### src/rtl/pipe_ctrl_pkg.sv
// Shared definitions for the pipeline hazard controller.
// Holds the branch-FSM state encoding, default widths, the control-pin
// payload struct and the counter saturation helper.
package pipe_ctrl_pkg;

  localparam logic [1:0] RUN    = 2'd0;
  localparam logic [1:0] BR_EX  = 2'd1;
  localparam logic [1:0] BR_MEM = 2'd2;

  localparam int unsigned REG_W_DEF = 5;
  localparam int unsigned CNT_W_DEF = 16;

  typedef enum logic [1:0] {
    S_RUN    = RUN,
    S_BR_EX  = BR_EX,
    S_BR_MEM = BR_MEM
  } state_e;

  // Control pins toward the PC unit and the pipeline registers.
  typedef struct packed {
    logic pc_stall;
    logic pc_jump;
    logic pc_branch;
    logic ifid_stall;
    logic ifid_flush;
    logic idex_flush;
    logic exmem_flush;
  } ctrl_t;

  // All-ones value of a w-bit counter (w <= 64); 1<<64 wraps to 0 so w=64 works.
  function automatic logic [63:0] sat_max(input int unsigned w);
    return (64'd1 << w) - 64'd1;
  endfunction

endpackage

### src/rtl/sat_counter.sv
// Saturating up-counter used for the stall/flush performance counters.
// Ports: clk, rst (sync, active-high), inc (count this cycle),
//        cnt (current value, holds at all-ones).
module sat_counter
  import pipe_ctrl_pkg::*;
#(
  parameter int unsigned CNT_W = CNT_W_DEF
) (
  input  logic             clk,
  input  logic             rst,
  input  logic             inc,
  output logic [CNT_W-1:0] cnt
);

  localparam logic [CNT_W-1:0] SAT = CNT_W'(sat_max(CNT_W));

  logic [CNT_W-1:0] cnt_q;
  logic [CNT_W-1:0] cnt_d;

  // Next count: step by one unless already saturated.
  always_comb begin
    cnt_d = cnt_q;
    if (inc && (cnt_q != SAT)) begin
      cnt_d = cnt_q + CNT_W'(1);
    end
  end

  always_ff @(posedge clk) begin
    if (rst) begin
      cnt_q <= '0;
    end else begin
      cnt_q <= cnt_d;
    end
  end

  assign cnt = cnt_q;

endmodule

### src/rtl/pipe_hazard_ctrl.sv
// Central hazard sequencer for the 5-stage pipeline: load-use stalls,
// jump redirect from ID and branch resolution from MEM.
// Inputs : clk, rst (sync, active-high), ID operand fields/uses, ID branch/
//          jump, EX load + destination, MEM branch valid/taken.
// Outputs: pc_stall/pc_jump/pc_branch, ifid_stall/ifid_flush, idex_flush,
//          exmem_flush (same-cycle controls), stall_cnt/flush_cnt counters.
// Build option: PIPE_PREDICT_NT_EN selects predict-not-taken handling
// instead of freezing fetch until the branch resolves.
module pipe_hazard_ctrl
  import pipe_ctrl_pkg::*;
#(
  parameter int unsigned CNT_W = CNT_W_DEF,
  parameter int unsigned REG_W = REG_W_DEF
) (
  input  logic             clk,
  input  logic             rst,
  input  logic [REG_W-1:0] id_rs,
  input  logic [REG_W-1:0] id_rt,
  input  logic             id_use_rs,
  input  logic             id_use_rt,
  input  logic             id_branch,
  input  logic             id_jump,
  input  logic             ex_memR,
  input  logic [REG_W-1:0] ex_dst,
  input  logic             mem_br_valid,
  input  logic             mem_br_taken,
  output logic             pc_stall,
  output logic             pc_jump,
  output logic             pc_branch,
  output logic             ifid_stall,
  output logic             ifid_flush,
  output logic             idex_flush,
  output logic             exmem_flush,
  output logic [CNT_W-1:0] stall_cnt,
  output logic [CNT_W-1:0] flush_cnt
);

  logic  lu_c;
  ctrl_t ctrl_c;

  // Load in EX feeds a register that ID reads; r0 never creates a hazard.
  assign lu_c = ex_memR & (ex_dst != '0) &
                ((id_use_rs & (id_rs == ex_dst)) | (id_use_rt & (id_rt == ex_dst)));

`ifdef PIPE_PREDICT_NT_EN
  // inflight bit0: branch now in EX, bit1: branch now in MEM.
  logic [1:0] inflight_q;
  logic [1:0] inflight_d;
  logic       taken_c;

  always_comb begin
    ctrl_c     = '0;
    inflight_d = inflight_q;
    taken_c    = mem_br_valid & mem_br_taken & inflight_q[1];
    if (taken_c) begin
      // Taken resolve wins over lu/jump and squashes every younger branch.
      ctrl_c.pc_branch   = 1'b1;
      ctrl_c.ifid_flush  = 1'b1;
      ctrl_c.idex_flush  = 1'b1;
      ctrl_c.exmem_flush = 1'b1;
      inflight_d         = '0;
    end else begin
      // A stalled ID branch is re-presented, so only track it when it advances.
      inflight_d = {inflight_q[0], id_branch & ~lu_c};
      if (lu_c) begin
        ctrl_c.pc_stall   = 1'b1;
        ctrl_c.ifid_stall = 1'b1;
        ctrl_c.idex_flush = 1'b1;
      end else if (id_jump) begin
        ctrl_c.pc_jump    = 1'b1;
        ctrl_c.ifid_flush = 1'b1;
      end
    end
    if (rst) begin
      ctrl_c = '0;
    end
  end

  always_ff @(posedge clk) begin
    if (rst) begin
      inflight_q <= '0;
    end else begin
      inflight_q <= inflight_d;
    end
  end
`else
  state_e state_q;
  state_e state_d;

  // Next state and same-cycle controls; branches freeze fetch until MEM.
  always_comb begin
    state_d = state_q;
    ctrl_c  = '0;
    case (state_q)
      S_RUN: begin
        if (lu_c) begin
          ctrl_c.pc_stall   = 1'b1;
          ctrl_c.ifid_stall = 1'b1;
          ctrl_c.idex_flush = 1'b1;
        end else if (id_jump) begin
          ctrl_c.pc_jump    = 1'b1;
          ctrl_c.ifid_flush = 1'b1;
        end else if (id_branch) begin
          ctrl_c.pc_stall   = 1'b1;
          ctrl_c.ifid_flush = 1'b1;
          state_d           = S_BR_EX;
        end
      end
      S_BR_EX: begin
        ctrl_c.pc_stall   = 1'b1;
        ctrl_c.ifid_flush = 1'b1;
        state_d           = S_BR_MEM;
      end
      S_BR_MEM: begin
        // Not taken: PC was held at branch+4, so simply resume.
        if (mem_br_valid & mem_br_taken) begin
          ctrl_c.pc_branch  = 1'b1;
          ctrl_c.ifid_flush = 1'b1;
        end
        state_d = S_RUN;
      end
      default: state_d = S_RUN;
    endcase
    if (rst) begin
      ctrl_c = '0;
    end
  end

  always_ff @(posedge clk) begin
    if (rst) begin
      state_q <= S_RUN;
    end else begin
      state_q <= state_d;
    end
  end
`endif

  assign pc_stall    = ctrl_c.pc_stall;
  assign pc_jump     = ctrl_c.pc_jump;
  assign pc_branch   = ctrl_c.pc_branch;
  assign ifid_stall  = ctrl_c.ifid_stall;
  assign ifid_flush  = ctrl_c.ifid_flush;
  assign idex_flush  = ctrl_c.idex_flush;
  assign exmem_flush = ctrl_c.exmem_flush;

  sat_counter #(.CNT_W(CNT_W)) u_stall_cnt (
    .clk (clk),
    .rst (rst),
    .inc (ctrl_c.pc_stall),
    .cnt (stall_cnt)
  );

  sat_counter #(.CNT_W(CNT_W)) u_flush_cnt (
    .clk (clk),
    .rst (rst),
    .inc (ctrl_c.ifid_flush | ctrl_c.idex_flush | ctrl_c.exmem_flush),
    .cnt (flush_cnt)
  );

endmodule
### config.mk
export PLATFORM = sky130hd
export DESIGN_NAME = pipe_hazard_ctrl
export DESIGN_NICKNAME = d
export VERILOG_FILES = /design/src/rtl/pipe_ctrl_pkg.sv /design/src/rtl/sat_counter.sv /design/src/rtl/pipe_hazard_ctrl.sv
export SDC_FILE = /design/constraint.sdc
export NUM_CORES = 1
export LEC_CHECK = 0
export BUFFER_PORTS_ARGS = -buffer_cell sky130_fd_sc_hd__buf_2
export CORE_MARGIN = 5
export CORE_UTILIZATION = 48
export CTS_BUF_LIST = sky130_fd_sc_hd__clkbuf_4 sky130_fd_sc_hd__clkbuf_8
export DETAILED_ROUTE_END_ITERATION = 8
export HOLD_SLACK_MARGIN = 0.1
export PLACE_DENSITY = 0.86
export RECOVER_POWER = 100
export SETUP_SLACK_MARGIN = 0.3
export SLEW_MARGIN = 20
export SYNTH_ARGS = -nofsm -noshare
export SYNTH_HDL_FRONTEND = slang
export SYNTH_SLANG_ARGS = --single-unit
### constraint.sdc
create_clock -name clk -period 2 [get_ports clk]
set_input_delay 0.4 -clock clk [delete_from_list [all_inputs] [get_ports clk]]
set_output_delay 0.4 -clock clk [all_outputs]
set_load 0.05 [all_outputs]
==> results.md, run 1 <==
* Violated checks: setup timing
* Final Max Slew Viols at 0
* Max-Cap Viols at 0
* Worst Hold End: u_flush_cnt.cnt[8]
* Switching part of the total power at 29.50%
* Standby leakage power at roughly 1.3 nW
* Proportion of power drawn by flip-flops and latches at 42.0%
* Final net count at roughly 360
* Overall global routing resource usage at between 20% and 30%
* Post-synthesis simple-gate area fraction at between 30% and 40%
* Vias in the first global route at about 2400
* Slew at the pin closest to its max-slew limit at 560.5 ps
* Unrepaired setup endpoints after global routing: true
* Part of the Yosys area used for sequential elements at approximately a third
* Internal power component at about 1.2 mW
* Critical-path cell list: buf_8 -> or4_4 -> o21a_4 -> buf_4 -> buf_6 -> buf_6 -> a211oi_4 -> buf_6 -> buf_6 -> o31ai_2 -> a21oi_1
* Critical-path top delay cell: or4_4
* Reg2Reg Setup Slack at -60 ps
* Yosys top cell area share at roughly 33%
* Routed wire length per instance at approximately 21 microns
* Path type of the worst setup path: primary input to flop
* Residual antenna-violating net count after detailed routing at 0
* Peak Freq at around 440 MHz
* Leading cell types by total area after synthesis: dfxtp_1 (33%), a21oi_1 (5.1%), or4_1 (4.7%), nand3_1 (4.6%), o31ai_1 (4.4%)
* Endpoint arrival time on the critical path at about 2500 ps
* Biggest area consumer among synthesized cells: dfxtp_1
* Via count of the routed design at between 2000 and 3000
* Post-DR vias/cell at about 6.5
* Largest family of logic cells by synthesized area: simple AND/OR/NAND/NOR gates
* Flip-flop and latch count after synthesis at 34
* Power dissipated by switching net loads at just under 500 uW
* Count of synthesis-stage warnings from yosys at 0
* Synthesized area divided by synthesized cell count at 8.447 sq um
* Power density of the placed cells at approximately 480 nW/um^2
* Fraction of synthesized cell area in xor and xnor cells at 4.232%
* Die ar. at around 5700 sq um
* Worst slack, placed at -284.0 ps
* Total detailed-routing wirelength at 8187 microns
* Share of layout cells above drive strength 1 at between 60% and 70%
* Worst max-slew margin expressed relative to the limit at about 63%
* Final setup viols at 30
* Vertical die dimension at between 70 and 80 microns
* Hold Crit Depth at 2
* Final HPWL from detailed placement at ~4200 microns
* Min-Delay Startpoint: rst
* Maximum vdd drop at between 0.5 and 0.6 mV
* Cell area after synthesis at 2069 sq um
* Core Footprint at slightly above 4000 sq um
* Width of the chip at 75.66 microns
* Post-synthesis share of cell area spent on full adders, half adders and majority gates at 1.209%
* Final Power at 1.641 mW
* Share of the clock period used by the worst path after layout at 112.6%
* Synthesized netlist cell count at 245
* Port Buffer Count at 61
* Setup Total Neg Slack at -3952 ps
* Min-Delay Path Class: primary input to flop
* Worst-path clk slew at ~70 ps
* Mux cell area share after synthesis at ~2.5%
* Comb power frac at between 20% and 30%
* Fin Clk Skew at between 8 and 9 ps
* Initial antenna violation count at 1
* Setup crit start kind: primary input
* Capturing point of the worst reg2reg path: u_stall_cnt.cnt[11]
* Final min period at 2251 ps
* Area added between synthesis and finish at 65.66%
* Clock tree from TritonCTS: done
* Kind of cell adding the most delay to the critical path: compound AO/OA/AOI/OAI gates
* Combined buffer and inverter count along the critical path at 6
* Clock Latency Late Sink at 300 ps
* Part of the total power dissipated in the clock network at between 30% and 40%
* H-tree levels at 2
* Root Buffer: clkbuf_8
* Clock sinks at 34
* Fin util at between 80% and 90%
* Pin count of the biggest net entering global routing at 22
* Clock buffer depth at 2
* Initial DRC Count at about 190
* Length in cells of the worst reg-to-reg path at 7
* Top fanout value on the critical path at 4
* Final weighted congestion in routability-driven placement at a little under 0.8
* Longest individual stage delay on the worst path at about 520 ps
* Hold-fix buffers at CTS at 0
* Syn Nets at around 270
* Run status: finished with violations
* Number of clock buffers inserted by TritonCTS at 5
* Residual DRC count at 0
* Type of element capturing the critical path: flop
* Iteration count of the initial detailed-routing pass at 5
* Global-route wire length before repair at between 10000 and 15000 microns
* Synth unique cells at 49
* Final Hold Vio Count at 0
* Crit path setup slack, layout at -251.1 ps
* Initial core utilization at approximately 51%
* Number of cell rows at 23
* Required time of the critical path at approximately 2200 ps
* Count of boundary I/O pins at 63
* Most Frequent Cell on Critical Path: buf_6
* Worst reg2reg path startpoint: u_stall_cnt.cnt[0]
* Overflow left after global routing at 0
* Synth Area in Compound Gates at between 20% and 30%
## worst max-delay path by stage
stage | cells past startpoint | slack (ps) | to | startpoint
final | 11 | -250 | u_stall_cnt.cnt[11] | ex_dst[2]
after global routing | 11 | -290 | u_stall_cnt.cnt[11] | ex_dst[2]
after CTS | 7 | -190 | pc_stall | ex_dst[2]
after detailed placement | 7 | -280 | pc_stall | ex_dst[1]
after global placement | 7 | -270 | pc_stall | ex_dst[1]
after floorplan | 6 | -160 | ifid_stall | ex_dst[3]
## per-stage QoR
step	hold WS, ps	instance area (sq um)	cells
2_1_floorplan	546.8	2317	245
3_3_place_gp	447.2	2745	361
3_5_place_dp	452.8	2745	361
4_1_cts	362.5	3212	385
5_1_grt	390.8	3428	387
6_report	379.4	3428	387
## registers in the layout, indices dropped and copies added (netlist names)
register / count
u_flush_cnt.cnt: 16
u_stall_cnt.cnt: 16
state_q: 2
## timing repair
action / 4_1_cts / 5_1_grt
pin swaps: 25 / 28
cloned: 5 / 0
gates resized for setup: 56 / 48
endpoints found under the setup margin: 37 / 38
setup buffers: 12 / 1
## synthesized netlist by cell type, drive strengths merged
cell / n
mux2i: 4
ha: 2
conb: 1
or4: 14
o31ai: 12
or2: 3
a211o: 1
and2: 5
or3: 7
and4: 3
a2111oi: 1
and3: 8
a21oi: 22
o311ai: 5
or3b: 1
o211a: 1
clkbuf: 8
o211ai: 1
o21a: 3
a211oi: 1
nand4: 11
nor2b: 2
o21ai: 7
dfxtp: 34
nor3b: 2
o22ai: 1
nor4: 1
nor3: 4
mux2: 1
o31a: 1
o41ai: 4
nand3: 19
buf: 8
nand2: 21
o21bai: 1
nand3b: 1
inv: 5
nor2: 9
xnor2: 10
## cell usage in the layout, fill, tap and decap left out, types with 6 or more instances in the layout
cell      count
and3_1        6
clkbuf_8      6
buf_2        47
a21oi_2      15
or4_4        11
dfxtp_1      12
buf_4        16
nand4_1      11
dfxtp_4       8
nand3_1      16
buf_6        28
dfxtp_2      14
nand2_1      19
nor2_1        8
## power by group through the flow
| stage | combinational [mW] | clock (mW) | sequential, mW |
|---|---|---|---|
| after global placement | 0.264 | 0 | 0.701 |
| after CTS | 0.368 | 0.538 | 0.687 |
| after floorplan | 0.170 | 0 | 0.718 |
| after global routing | 0.422 | 0.589 | 0.689 |
| after detailed placement | 0.272 | 0 | 0.702 |
| final | 0.406 | 0.546 | 0.689 |
## cell type report
cell class              count  area, sq um
inverters                   5        18.77
multi-input cells         190         1685
repair buffers            100        840.8
fillers                   213        658.1
flip-flops and latches     34        728.2
diodes                      1        2.502
well taps                  50        62.56
clock buffers               7        90.09
## worst register-to-register path, delay by kind of cell, from the launching register on
kind,cells,cell delay (ps)
flops,1,380
compound gates,1,250
simple gates,5,1160
fa+ha+maj,1,180
## metal layers
| metal | global-route usage (%) | vias up | share of wire (%) |
|---|---|---|---|
| li1 | - | 1116 | - |
| met3 | 6.596 | 41 | 9.3 |
| met2 | 46.79 | 170 | 50 |
| met1 | 29.61 | 1196 | 36 |
| met4 | 10.68 | 0 | 4.4 |
| met5 | 0 | - | 0 |
## logic make-up (layout without fill, tap and decap cells)
kind of cell,Yosys count,count (layout)
flops,34,34
mux,5,5
compound gates,61,61
xor+xnor,10,10
simple gates,111,111
buf+inv,21,112
other cells,1,2
fa+ha+maj,2,2
Note: power is estimated with default switching activity, not from simulation.
==> run 2, diff against run 1 <==
CORE_UTILIZATION = 30   (was 48)
PLACE_DENSITY = 0.61   (was 0.86)
==> results.md, run 2 (synthesized netlist as in run 1, its figures left out) <==
* Run status: finished with violations
* Violated checks: setup timing
* Clock sinks at 34 (unchanged)
* Count of boundary I/O pins at 63 (unchanged)
* Final net count at 360 (-0.55%)
* Slew at the pin closest to its max-slew limit at 615.6 ps (+55.09 ps)
* Capturing point of the worst reg2reg path: u_flush_cnt.cnt[8]
* Vertical die dimension at 93.06 microns (+23%)
* Core Footprint at 6756 sq um (+65%)
* Final weighted congestion in routability-driven placement at 0.7972 (+1.5%)
* Die ar. at 8659 sq um (+51%)
* Maximum vdd drop at 0.3622 mV (-30%)
* Width of the chip at 93.06 microns (+23%)
* Setup Total Neg Slack at -991.3 ps (+2961 ps)
* Number of cell rows at 30 (+30%)
* Global-route layer with the greatest usage: met2
* Instance area after placement at 2775 sq um (+1.1%)
* Final HPWL from detailed placement at 4247 microns (+1.7%)
* Length in cells of the worst reg-to-reg path at 7 (unchanged)
* Hold Crit Depth at 1 (-1)
* Total detailed-routing wirelength at 6158 microns (-25%)
* Vias in the first global route at 2247 (-7.7%)
* Crit path setup slack, layout at -140.1 ps (+110.9 ps)
* Initial antenna violation count at 0 (-1)
* Path type of the worst setup path: primary input to output pin
* Overall global routing resource usage at 14.62% (-12 points)
* Fin util at 48.24% (-36 points)
* Unrepaired setup endpoints after global routing: true
* Top fanout value on the critical path at 4 (unchanged)
* Via count of the routed design at 2253 (-11%)
* H-tree levels at 2 (unchanged)
* Area added between synthesis and finish at 57.50%
* Final Hold Vio Count at 0 (unchanged)
* Fin Clk Skew at 13.18 ps (+5.074 ps)
* Iteration count of the initial detailed-routing pass at 4 (-1)
* Residual antenna-violating net count after detailed routing at 0 (unchanged)
* Worst slack, placed at -265.4 ps (+18.63 ps)
* Routed wire length per instance at 14.84 microns (-30%)
* Met3 Resource Use GR at 3.701% (-2.9 points)
* Clock Latency Late Sink at 290 ps (about the same)
* Overflow left after global routing at 0 (unchanged)
* Power density of the placed cells at 554.9 nW/um^2 (+16%)
* Final min period at 2140 ps (-110.9 ps)
* Commonest non-fill, non-tap cell in the layout: clkbuf_1
* Global routing usage on met2 at 25.13% (-22 points)
* Filler cell count at 646 (+200%)
* Worst max-slew margin expressed relative to the limit at 59.14% (-3.5 points)
* Clock tree from TritonCTS: done
* Share of layout cells above drive strength 1 at 46.27% (-17 points)
* Max-Cap Viols at 0 (unchanged)
* Worst reg2reg path startpoint: u_flush_cnt.cnt[8]
* Post-Layout Cell Count at 415 (+7.2%)
* Global-route wire length before repair at 10410 microns (-9.4%)
* Post-DR vias/cell at 5.429 (-17%)
* Required time of the critical path at 1600 ps (-600 ps)
* Initial core utilization at 30.63% (-20 points)
* Count of antenna diodes in the layout at 0 (-1)
* Residual DRC count at 0 (unchanged)
* Pin count of the biggest net entering global routing at 32 (+45%)
* Root Buffer: clkbuf_8
* Reg2Reg Setup Slack at 150 ps (+210 ps)
* Share of the clock period used by the worst path after layout at 107.0% (-5.5 points)
* Footprint of the multi-input gates at 1567 sq um (-7.1%)
* Final Max Slew Viols at 0 (unchanged)
* Clock buffer depth at 2 (unchanged)
* Post-route design area at 3259 sq um (-4.9%)
* Met1 capacity usage during global routing at 17.58% (-12 points)
* Type of element capturing the critical path: output pin
* Endpoint arrival time on the critical path at 1740 ps (-710 ps)
* Min-Delay Startpoint: u_flush_cnt.cnt[11]
* Port Buffer Count at 61 (unchanged)
* Min-Delay Path Class: flop to flop
* Final setup viols at 20 (-33%)
* Initial DRC Count at 40 (-79%)
* Final Power at 1.809 mW (+10%)
* Setup crit start kind: primary input
* Peak Freq at 467.3 MHz (+5.2%)
* Area occupied by registers at 733.2 sq um (+0.69%)
* Worst-path clk slew at 80 ps (about the same)
* Standby leakage power at 1.175 nW (-12%)
* Number of clock buffers inserted by TritonCTS at 5 (unchanged)
* Number of cells in the design after placement at 390 (+8.0%)
* Commonest cells after routing, fill and taps aside: clkbuf_1 (32), buf_4 (23), nand2_1 (20), buf_6 (20), nand3_1 (16)
* Worst Hold End: u_flush_cnt.cnt[11]
* Worst hold slack at 469.3 ps (+89.82 ps)
-- run 2: cell count changes in the layout (fill, tap and decap cells not counted), moves of 7 or more --
cell	before	now
buf_2	47	15
a21oi_2	15	5
buf_6	28	20
a21oi_1	5	15
buf_4	16	23
or4_4	11	4
clkbuf_1	0	32
or4_1	3	10
-- run 2: per-layer routing --
metal	vias to the layer above	part of all wire, %
met2	63	48
met3	9	5.5
met4	0	1.6
met1	1073	44
met5	-	0
li1	1108	-
-- run 2: cell type report --
cell class / instances / share of cell area (%)
clock buffer: 5 / 2.111
clock inverter: 3 / 2.111
inverter: 5 / 0.5758
multi-input combinational: 190 / 48.06
sequential: 34 / 22.50
tap: 80 / 3.071
timing repair buffer: 98 / 21.57
-- run 2: worst max-delay path: stages --
cell and delay, ps:
buf_8 100, or4_4 530, o21a_4 230, and2_4 140, a21oi_4 130, inv_2 50, buf_8 140
-- run 2: worst max-delay path by stage --
stage | cells after the start | startpoint | slack, ps | end
3_5_place_dp | 7 | ex_dst[1] | -270 | u_flush_cnt.cnt[12]
2_1_floorplan | 6 | ex_dst[3] | -160 | ifid_stall
3_3_place_gp | 7 | ex_dst[1] | -250 | ifid_flush
6_report | 7 | ex_dst[2] | -140 | pc_stall
4_1_cts | 7 | ex_dst[2] | -160 | pc_stall
5_1_grt | 7 | ex_dst[2] | -170 | pc_stall
-- run 2: power breakdown --
| part | internal [mW] | switching [mW] |
|---|---|---|
| Combinational | 0.161 | 0.182 |
| Clock | 0.500 | 0.284 |
| Sequential | 0.673 | 0.00802 |
-- run 2: repair_timing --
| item | 4_1_cts | 5_1_grt |
|---|---|---|
| gates resized for setup | 58 | 13 |
| hold endpoints to repair | 0 | 0 |
| setup buffers | 14 | 2 |
| pin swaps | 20 | 12 |
| gates cloned | 1 | 0 |
| setup endpoints to repair | 36 | 38 |
| hold buffers | 0 | 0 |
==> run 3, diff against run 2 <==
CTS_BUF_LIST = default   (was sky130_fd_sc_hd__clkbuf_4 sky130_fd_sc_hd__clkbuf_8)
TNS_END_PERCENT = 30   (was default)
==> results.md, run 3 (synthesized netlist as in run 1, its figures left out) <==
* Run status: finished with violations
* Violated checks: setup timing
* Capturing point of the worst reg2reg path: u_stall_cnt.cnt[7]
* Initial core utilization at 30.63% (unchanged)
* Reg2Reg Setup Slack at 110 ps (-40 ps)
* Final weighted congestion in routability-driven placement at 0.7625 (-4.4%)
* Via count of the routed design at 2176 (-3.4%)
* Worst-path clk slew at 70 ps (about the same)
* Residual DRC count at 0 (unchanged)
* Width of the chip at 93.06 microns (unchanged)
* Post-Layout Cell Count at 400 (-3.6%)
* Power density of the placed cells at 508.7 nW/um^2 (-8.3%)
* Crit path setup slack, layout at -165.6 ps (-25.48 ps)
* Endpoint arrival time on the critical path at 1770 ps (+30 ps)
* Final Max Slew Viols at 0 (unchanged)
* Clock tree from TritonCTS: done
* Standby leakage power at 1.008 nW (-14%)
* Hold-fix buffers at CTS at 0 (unchanged)
* Initial antenna violation count at 0 (unchanged)
* Share of the clock period used by the worst path after layout at 108.3% (+1.3 points)
* Maximum vdd drop at 0.2092 mV (-42%)
* Number of cells in the design after placement at 388 (-0.51%)
* Clock buffer depth at 2 (unchanged)
* Total detailed-routing wirelength at 5794 microns (-5.9%)
* Iteration count of the initial detailed-routing pass at 4 (unchanged)
* Type of element capturing the critical path: output pin
* Residual antenna-violating net count after detailed routing at 0 (unchanged)
* Top fanout value on the critical path at 4 (unchanged)
* Pin count of the biggest net entering global routing at 32 (unchanged)
* Min-Delay Startpoint: rst
* M1 wire length at 2665 microns (-2.5%)
* Initial DRC Count at 90 (+130%)
* Met2 wirelength from detailed routing at 2778 microns (-6.9%)
* Overall global routing resource usage at 13.43% (-1.2 points)
* Peak Freq at 461.8 MHz (-1.2%)
* Min-Delay Path Class: primary input to flop
* Vias in the first global route at 1906 (-15%)
* Root Buffer: clkbuf_8
* Unrepaired setup endpoints after global routing: true
* Share of layout cells above drive strength 1 at 34.38% (-12 points)
* Final net count at 346 (-3.9%)
* Final Hold Vio Count at 0 (unchanged)
* Overflow left after global routing at 0 (unchanged)
* Worst reg2reg path startpoint: u_stall_cnt.cnt[0]
* Count of antenna diodes in the layout at 0 (unchanged)
* Post-DR vias/cell at 5.440 (+0.20%)
* Area added between synthesis and finish at 37.30%
* Required time of the critical path at 1600 ps (about the same)
* Clock sinks at 34 (unchanged)
* Max-Cap Viols at 0 (unchanged)
* Final HPWL from detailed placement at 4256 microns (+0.21%)
* Number of cell rows at 30 (unchanged)
* Sum of met3 wire segment lengths after detailed routing at 275 microns (-19%)
* Path type of the worst setup path: primary input to output pin
* Setup crit start kind: primary input
* Area occupied by registers at 730.7 sq um (-0.34%)
* Top layer reached by signal wires: met4
* Final setup viols at 18 (-10%)
* H-tree levels at 2 (unchanged)
* Slew at the pin closest to its max-slew limit at 613.0 ps (-2.594 ps)
* Routed wire length per instance at 14.49 microns (-2.4%)
* Worst max-slew margin expressed relative to the limit at 59.31% (+0.17 points)
* Port Buffer Count at 61 (unchanged)
* Core Footprint at 6756 sq um (unchanged)
* Length in cells of the worst reg-to-reg path at 7 (unchanged)
* Fin Clk Skew at 8.600 ps (-4.584 ps)
* Final min period at 2166 ps (+25.48 ps)
* Commonest cells after routing, fill and taps aside: clkbuf_1 (35), buf_2 (21), a21oi_1 (20), nand2_1 (19), nand3_1 (18)
* Footprint of the multi-input gates at 1393 sq um (-11%)
* Worst slack, placed at -305.7 ps (-40.29 ps)
* Count of boundary I/O pins at 63 (unchanged)
* Clock Latency Late Sink at 280 ps (about the same)
* Commonest non-fill, non-tap cell in the layout: clkbuf_1
* Hold Crit Depth at 3 (+2)
* Filler cell count at 702 (+8.7%)
* Number of clock buffers inserted by TritonCTS at 5 (unchanged)
* Global-route wire length before repair at 9528 microns (-8.5%)
* Worst Hold End: u_flush_cnt.cnt[8]
* Die ar. at 8659 sq um (unchanged)
* Vertical die dimension at 93.06 microns (unchanged)
run 3: report_power, final:
group          internal (mW)  total [mW]  switching (mW)
clock network          0.235       0.480           0.245
logic                  0.120       0.279           0.159
registers              0.676       0.687          0.0108
run 3: worst max path at each step:
stage | startpoint | to | slack [ps] | depth (start not counted)
2_1_floorplan | ex_dst[1] | pc_stall | -170 | 5
3_3_place_gp | ex_dst[1] | pc_stall | -310 | 7
3_5_place_dp | ex_dst[1] | pc_stall | -310 | 7
4_1_cts | ex_dst[2] | pc_stall | -170 | 7
5_1_grt | ex_dst[2] | ifid_stall | -210 | 9
6_report | ex_dst[2] | ifid_flush | -170 | 8
run 3: metal layers:
layer  GRT usage [%]  vias up
li1                -     1090
met1           17.59     1025
met2           22.14       52
met3           2.574        9
met4           4.396        0
met5               0        -
run 3: area by class of cell:
| class | count | share of cell area [%] |
|---|---|---|
| Sequential cell | 34 | 25.72 |
| Multi-Input combinational cell | 190 | 49.01 |
| Inverter | 5 | 0.6605 |
| Clock inverter | 1 | 0.1321 |
| Clock buffer | 6 | 2.554 |
| Tap cell | 80 | 3.523 |
| Timing Repair Buffer | 84 | 18.41 |
run 3: timing repair:
action / 4_1_cts / 5_1_grt
buffers inserted: 3 / 2
setup endpoints to repair: 36 / 38
pin swaps: 13 / 12
resized for setup: 31 / 5
run 3: through the flow:
stage                     area, sq um  utilization, %  power, mW  setup TNS (ps)  hold slack [ps]
final                            2841           42.06      1.445          -858.7            454.4
after global routing             2841           42.06      1.523           -2490            457.4
after CTS                        2861           42.35      1.466          -788.7            452.3
after detailed placement         2655           39.30     0.9539           -6609            474.8
after global placement           2655           39.30     0.9500           -5997            471.3
after floorplan                  2233               -     0.8767           -1431            558.2
run 3: worst max-delay path: stages:
cell and delay [ps]:
buf_8 100, or4_4 520, o21a_4 230, nand2_4 70, buf_4 110, a21oi_2 60
o21bai_4 120, buf_8 160
